--- config.mk ---
export PLATFORM = sky130hd
export DESIGN_NAME = dvp_pixel_packer
export DESIGN_NICKNAME = d
export VERILOG_FILES = /design/src/rtl/dvp_pixel_packer.sv
export SDC_FILE = /design/constraint.sdc
export NUM_CORES = 1
export LEC_CHECK = 0
export BUFFER_PORTS_ARGS = -buffer_cell sky130_fd_sc_hd__buf_2
export CORE_MARGIN = 8
export CORE_UTILIZATION = 38
export CTS_CLUSTER_SIZE = 25
export DETAILED_ROUTE_END_ITERATION = 10
export GPL_TIMING_DRIVEN = 0
export RECOVER_POWER = 50
export SLEW_MARGIN = 40
export SYNTH_ARGS = -nofsm -noshare
export SYNTH_HDL_FRONTEND = slang
export SYNTH_SLANG_ARGS = --single-unit
--- constraint.sdc ---
create_clock -name pclk -period 3.8 [get_ports pclk]
set_clock_uncertainty 0.1 [all_clocks]
set_input_delay 0.38 -clock pclk [delete_from_list [all_inputs] [get_ports pclk]]
set_output_delay 0.38 -clock pclk [all_outputs]
set_load 0.03 [all_outputs]
--- src/rtl/dvp_pixel_packer.sv ---
// dvp_pixel_packer: packs DVP byte pairs into RGB565 pixels and adds AXI4-Stream
// video framing. TUSER marks the start of a frame and TLAST marks the end of a line.
// Pixels leave through a first-word-fall-through FIFO toward a backpressured consumer.
module dvp_pixel_packer #(
   parameter int LINE_PIXELS = 640,
   parameter int FIFO_DEPTH  = 16
) (
   input  logic        pclk,
   input  logic        rst,
   input  logic [7:0]  s_tdata,
   input  logic        s_tvalid,
   input  logic        s_tlast,
   output logic [15:0] m_tdata,
   output logic        m_tvalid,
   input  logic        m_tready,
   output logic        m_tuser,
   output logic        m_tlast,
   output logic        overflow,
   output logic        frame_err
);

   localparam int AW = $clog2(FIFO_DEPTH);
   localparam int CW = (LINE_PIXELS > 1) ? $clog2(LINE_PIXELS) : 1;
   localparam logic [CW-1:0] LAST_PIX = CW'(LINE_PIXELS - 1);
   localparam logic [AW:0]   FULL_CNT = (AW+1)'(FIFO_DEPTH);

   typedef enum logic [1:0] {SYNC, RUN, DROP} state_t;

   state_t          state_q;
   logic            phase_q;
   logic [7:0]      hi_q;
   logic [CW-1:0]   pix_cnt_q;
   logic            sof_pend_q;
   logic            overflow_q;
   logic            frame_err_q;

   // FIFO entry layout: {tuser, tlast, data[15:0]}
   logic [17:0]     mem_q [FIFO_DEPTH];
   logic [AW-1:0]   wr_ptr_q;
   logic [AW-1:0]   rd_ptr_q;
   logic [AW:0]     count_q;

   logic            pop;
   logic            line_end;
   logic            push_req;
   logic            push_ok;
   logic [17:0]     push_entry;
   logic [17:0]     head;

   // Push/pop qualification; a pop frees a slot for a push in the same cycle
   always_comb begin
      pop        = (count_q != '0) & m_tready;
      line_end   = (pix_cnt_q == LAST_PIX);
      push_req   = (state_q == RUN) & s_tvalid & phase_q;
      push_entry = {sof_pend_q, line_end | s_tlast, hi_q, s_tdata};
      push_ok    = push_req & ((count_q < FULL_CNT) | pop);
   end

   // Framing state machine: byte pairing, line/frame tracking, error flags
   always_ff @(posedge pclk) begin
      if (rst) begin
         state_q     <= SYNC;
         phase_q     <= 1'b0;
         hi_q        <= '0;
         pix_cnt_q   <= '0;
         sof_pend_q  <= 1'b0;
         overflow_q  <= 1'b0;
         frame_err_q <= 1'b0;
      end else begin
         frame_err_q <= 1'b0;
         case (state_q)
            SYNC, DROP: begin
               if (s_tvalid && s_tlast) begin
                  state_q    <= RUN;
                  sof_pend_q <= 1'b1;
                  phase_q    <= 1'b0;
                  pix_cnt_q  <= '0;
               end
            end
            RUN: begin
               if (s_tvalid) begin
                  if (!phase_q) begin
                     if (s_tlast) begin
                        // Frame ended on a lone first byte: drop it
                        frame_err_q <= 1'b1;
                        sof_pend_q  <= 1'b1;
                        pix_cnt_q   <= '0;
                     end else begin
                        hi_q    <= s_tdata;
                        phase_q <= 1'b1;
                     end
                  end else begin
                     phase_q <= 1'b0;
                     if (push_ok) begin
                        sof_pend_q <= 1'b0;
                        pix_cnt_q  <= line_end ? '0 : pix_cnt_q + CW'(1);
                     end else begin
                        overflow_q <= 1'b1;
                        state_q    <= DROP;
                     end
                     // Frame end overrides the counter/sof updates above
                     if (s_tlast) begin
                        sof_pend_q <= 1'b1;
                        pix_cnt_q  <= '0;
                        if (!line_end) frame_err_q <= 1'b1;
                     end
                  end
               end
            end
            default: state_q <= SYNC;
         endcase
      end
   end

   // Output FIFO storage and occupancy
   always_ff @(posedge pclk) begin
      if (rst) begin
         for (int unsigned i = 0; i < FIFO_DEPTH; i++) mem_q[i] <= '0;
         wr_ptr_q <= '0;
         rd_ptr_q <= '0;
         count_q  <= '0;
      end else begin
         if (push_ok) begin
            mem_q[wr_ptr_q] <= push_entry;
            wr_ptr_q        <= wr_ptr_q + AW'(1);
         end
         if (pop) rd_ptr_q <= rd_ptr_q + AW'(1);
         case ({push_ok, pop})
            2'b10:   count_q <= count_q + (AW+1)'(1);
            2'b01:   count_q <= count_q - (AW+1)'(1);
            default: count_q <= count_q;
         endcase
      end
   end

   // Head entry drives the stream; fields read zero when the FIFO is empty
   always_comb begin
      head      = mem_q[rd_ptr_q];
      m_tvalid  = (count_q != '0);
      m_tuser   = m_tvalid & head[17];
      m_tlast   = m_tvalid & head[16];
      m_tdata   = m_tvalid ? head[15:0] : '0;
      overflow  = overflow_q;
      frame_err = frame_err_q;
   end

endmodule

==> out/summary.txt, run 1 <==
post-synth top area share = 57.6%
met1 wire length = 15500 um
most frequent cells after synthesis = edfxtp_1 (288), and2_1 (273), mux4_2 (72)
routed length on met2 = 17700 um
DR DRC count = 0
most common cell in the netlist = edfxtp_1
LEAKAGE = 5.72 nW
total CTS buffers = 37
Routed WL per cell = 21.8 um
Worst-Margin Slew = 999 ps
Syn-to-layout area delta = 12.7%
CTS root buffer = clkbuf_16
multi-input logic area = 5180 um2
Clock Latency Late Sink = 530 ps
vias in the first global route = 8683
Peak Freq = 0.270 GHz
Critical Path Start Type = register
top sig layer = met4
Detail Route met3 WL = 1380 um
Worst Path Class, Setup = register to primary output
Die Y = 215 um
pre-CTS setup slack = 620 ps
core footprint = 39400 um2
fill count = 3564
Synth area leader = edfxtp_1
EDFF count, synth = 288
top cells by area, synth = edfxtp_1 (58%), and2_1 (11%), mux4_2 (11%)
minimum clock period = 3700 ps
Peak VDD IR = 0.262 mV
cells after synthesis = 1017
Storage cell area = 9470 um2
Min Hold Slack = 106 ps
row cnt = 73
die area = 46100 um2
Initial Util = 38.1%
post-DP HPWL = 24300 um
TritonRoute pass-1 iters = 4
Netlist Area Pre-Place = 15000 um2
Crit path required time = 3320 ps
fin. max-slew vios = 0
Synth cell types = 47
Avg Synthesized Cell Area = 14.8 um2
clk sink count = 329
Die X-Extent = 215 um
Top FF cell, synth = edfxtp_1
RSZ-0062 raised after global routing = false
routed vias/inst = 5.05
Final Hold Violating Endpoints = 0
RePlAce Congestion = 0.784
total power draw = 0.00776 W
final WL = 35700 um
TritonCTS clock tree = yes
TNS Setup = 0 ps
Reg clk slew, reported paths = 60 ps
Setup WS post-layout = 103 ps
CTS Buffer Depth = 3
first-pass GRT wire length = 54400 um
syn nets = 1039
worst-path maximum fanout = 10
max_slew headroom = 32.7%
worst endpoint data arrival time = 3220 ps
pin count of the biggest net entering global routing = 19
initial drt markers = 543
Nets = 1111
CP endpoint kind = primary output
hold buffers post-CTS = 0
GRT Overall Usage = 15.5%
Core Util, Final = 43.0%
final global-route overflow total = 0
final setup fails = 0
status = finished clean
PD cells = 459 nW/um2
Post-CTS Setup Bufs = 0
Async SR Flop Fraction = 0%
Synth Warn # = 0
layout cells sized above 1 = 17.4%
IO Port Bufs = 33
cts repair resizes = 0
diode count = 0
# Max-Cap Violations = 0
post-route ant nets = 0
min-delay worst type = input pin to register
#FFs+latches synth = 329
initial antenna violation count = 0
Vias = 8279
Tcrit/Tclk final = 97.3%
num ports = 34
sequential fraction of the synthesis area = 63.1%
H-tree lvl count = 2
cell type report:
class / instances / area share (%)
buffer: 70 / 1.67
clock buffer: 51 / 6.03
clock inverter: 15 / 0.754
inverter: 5 / 0.126
multi-input combinational: 613 / 30.6
sequential: 329 / 56.0
tap: 525 / 3.88
timing repair buffer: 33 / 0.946
final timing paths:
check                                 from      endpoint  slack (ps)  cells past startpoint
worst max-delay path              register   m_tdata[15]         100                      6
worst min-delay path            s_tdata[4]       hi_q[4]         110                      3
worst max register to register     phase_q  mem_q[11][9]         360                      6
worst min register to register    overflow      overflow         380                      2
stage by stage:
stage / cell area, um2 / instances
after CTS: 17000 / 1641
after floorplan: 15000 / 1017
after detailed placement: 15800 / 1575
after global routing: 16900 / 1641
after global placement: 15800 / 1575
final: 16900 / 1641
placed cells by master, fill, tap and decap left out, drive strengths merged, types with 2 or more instances in the layout:
| cell | Yosys | layout |
|---|---|---|
| or2 | 17 | 17 |
| nand2 | 17 | 17 |
| o21ai | 4 | 4 |
| clkinv | 0 | 11 |
| nand2b | 7 | 7 |
| xor2 | 8 | 8 |
| edfxtp | 288 | 288 |
| xnor2 | 10 | 10 |
| nand4 | 3 | 3 |
| or3 | 2 | 2 |
| a31oi | 4 | 4 |
| clkbuf | 53 | 113 |
| nor3 | 24 | 24 |
| inv | 5 | 7 |
| a21oi | 11 | 11 |
| buf | 17 | 41 |
| o22ai | 19 | 19 |
| mux2i | 47 | 47 |
| and4 | 3 | 3 |
| nor3b | 3 | 3 |
| nor2b | 8 | 8 |
| and2 | 273 | 273 |
| ha | 9 | 9 |
| nand3 | 2 | 2 |
| nor2 | 56 | 56 |
| nand3b | 2 | 2 |
| mux4 | 72 | 72 |
| dfxtp | 41 | 41 |
critical path, stage by stage (launching register included):
cell,delay [ps]
dfxtp_1,300
clkbuf_1,560
clkbuf_1,730
mux4_2,400
mux2i_1,80
o22ai_1,340
buf_2,280
state kept, by name, summed over array words and instances (netlist names), 2 cells and up, named ones only:
name       cells
count_q        5
hi_q           8
mem_q        288
pix_cnt_q     10
rd_ptr_q       4
state_q        2
wr_ptr_q       4
per-layer routing:
layer | track usage (%) | up-vias
li1 | - | 3867
met1 | 20.2 | 4177
met2 | 26.0 | 188
met3 | 2.42 | 47
met4 | 5.35 | 0
met5 | 0 | -
power breakdown:
part           internal [W]  switching [W]  total (W)
logic             0.0000817       0.000172   0.000254
registers           0.00406      0.0000413    0.00410
clock network       0.00196        0.00144    0.00341
total               0.00610        0.00166    0.00776
cell families after synthesis:
logic type,Yosys count,share of synthesized area (%)
AO/OA/AOI/OAI,43,1.72
multiplexers,120,14.0
flip-flops,329,63.1
adder cells (fa/ha/maj),9,0.750
buffers and inverters,75,2.19
XOR/XNOR,18,1.05
AND/OR/NAND/NOR,423,17.2
(Power assumes the default switching activity.)
==> inputs of run 2 (changes only) <==
==> constraint.sdc (replaced) <==
create_clock -name pclk -period 4 [get_ports pclk]
set_clock_uncertainty 0.1 [all_clocks]
set_input_delay 0.4 -clock pclk [delete_from_list [all_inputs] [get_ports pclk]]
set_output_delay 0.4 -clock pclk [all_outputs]
set_load 0.1 [all_outputs]
==> run 2 against run 1 <==
Global-route usage did not move. Worst setup slack improved by 53 ps. Non-clock buffer count stayed put. Core utilization fell by 0.060 points. Largest power group unchanged. Sequential share of layout area is 0.079 points higher. Combinational power down 3%. Wire length hardly changed. First-iteration DRC count fell by 1.3%. Clock-buffer cell count is the same. Sequential power fell by 5.1%. Die area did not move.
==> out/summary.txt, run 2 (synthesized netlist as in run 1, its figures left out) <==
status = finished clean
Worst Path Buf+Inv = 3
IO Port Bufs = 33
Peak Freq = 0.260 GHz
Nets = 1111
TritonRoute pass-1 iters = 5
Critical Path Max Stage Delay = 620 ps
vias in the first global route = 8683
TritonCTS clock tree = yes
crit-path most repeated cell = clkbuf_1
worst endpoint data arrival time = 3340 ps
Final Hold Violating Endpoints = 0
GRT Overall Usage = 15.5%
Top delay family on crit path = buffers and inverters
# Max-Cap Violations = 0
Routed WL per cell = 21.7 um
post-route ant nets = 0
slowest CP cell = clkbuf_1
LEAKAGE = 5.68 nW
Worst-Margin Slew = 1190 ps
Tcrit/Tclk final = 96.1%
clk sink count = 329
Critical Path Start Type = register
RePlAce Congestion = 0.784
hold buffers post-CTS = 0
row cnt = 73
fin cells = 1641
final WL = 35700 um
diode count = 0
first-pass GRT wire length = 54400 um
Worst Path Class, Setup = register to primary output
Critical Path, Cell by Cell = clkbuf_1 -> clkbuf_1 -> mux4_2 -> mux2i_1 -> o22ai_1 -> buf_2
top flop regs = mem_q: 288 flops, pix_cnt_q: 10 flops, hi_q: 8 flops
Crit path required time = 3500 ps
final setup fails = 0
Setup WS post-layout = 155 ps
most frequent cells in the layout = edfxtp_1 (288), and2_1 (138), and2_0 (135)
cts repair resizes = 0
TNS Setup = 0 ps
CP endpoint kind = primary output
H-tree lvl count = 2
Die Y = 215 um
fin. max-slew vios = 0
post-DP HPWL = 24300 um
final global-route overflow total = 0
total CTS buffers = 37
Initial Util = 38.1%
Top reg by flops = mem_q
die area = 46100 um2
max_slew headroom = 19.7%
pre-CTS setup slack = 577 ps
routed vias/inst = 5.05
initial antenna violation count = 0
pin count of the biggest net entering global routing = 19
CTS root buffer = clkbuf_16
DR DRC count = 0
commonest non-fill, non-tap cell in the layout = edfxtp_1
Reg clk slew, reported paths = 60 ps
CTS Buffer Depth = 3
Vias = 8286
Syn-to-layout area delta = 12.5%
initial drt markers = 536
Peak VDD IR = 0.249 mV
layout cells sized above 1 = 17.2%
placed instance count = 1575
worst-path maximum fanout = 10
minimum clock period = 3840 ps
min-delay worst type = input pin to register
PD cells = 436 nW/um2
core footprint = 39400 um2
Clock Latency Late Sink = 530 ps
number of flip-flops in the largest register = 288
num ports = 34
Die X-Extent = 215 um
Post-CTS Setup Bufs = 0
RSZ-0062 raised after global routing = false
-- run 2: cell types whose count changed in the layout (fill, tap and decap cells not counted) --
| cell | delta |
|---|---|
| clkbuf_1 | -1 |
| nor3_2 | -1 |
| nand3b_1 | +1 |
| nand3b_2 | -1 |
| and2_1 | -5 |
| clkbuf_2 | +1 |
| nor2_1 | +1 |
| nor2_8 | -1 |
| nor3_1 | +1 |
| and2_0 | +5 |
-- run 2: worst paths after layout --
path         startpoint          end  slack [ps]  depth (start not counted)
max reg2reg     phase_q  mem_q[3][3]         350                          8
min          s_tdata[4]      hi_q[4]         130                          3
max            register   m_tdata[5]         160                          6
min reg2reg    overflow     overflow         380                          2
-- run 2: report_power, final --
| part | switching [W] | internal (W) | total, W |
|---|---|---|---|
| clock | 0.00137 | 0.00187 | 0.00324 |
| sequential | 0.0000391 | 0.00385 | 0.00389 |
| combinational | 0.000169 | 0.0000775 | 0.000247 |
| total | 0.00158 | 0.00580 | 0.00737 |
-- run 2: final cells by class --
| cell class | count | area [um2] |
|---|---|---|
| buffer | 70 | 284 |
| clock buffer | 51 | 1020 |
| clock inverter | 15 | 128 |
| fill | 3569 | 22500 |
| inverter | 5 | 21.3 |
| multi-input combinational | 613 | 5160 |
| sequential | 329 | 9470 |
| tap | 525 | 657 |
| timing repair buffer | 33 | 160 |
-- run 2: layer usage --
| metal | GRT usage, % | vias to the layer above | wire length (um) |
|---|---|---|---|
| met3 | 2.42 | 47 | 1270 |
| met1 | 20.2 | 4197 | 15600 |
| met4 | 5.35 | 0 | 1090 |
| li1 | - | 3864 | - |
| met2 | 26.0 | 178 | 17700 |
| met5 | 0 | - | 0 |
-- run 2: metrics by stage --
step	util (%)	total power, W	area, um2	hold slack, ps
finish	42.9	0.00737	16900	126
global route	42.9	0.00760	16900	133
CTS	43.1	0.00745	17000	117
detailed placement	40.2	0.00422	15800	365
global placement	40.2	0.00421	15800	361
floorplan	-	0.00410	15000	372
-- run 2: tightest hold or removal path: cells and delay by family --
kind | cells | cell delay [ps]
multiplexers | 1 | 90
AND/OR/NAND/NOR | 1 | 70
buffers and inverters | 1 | 170
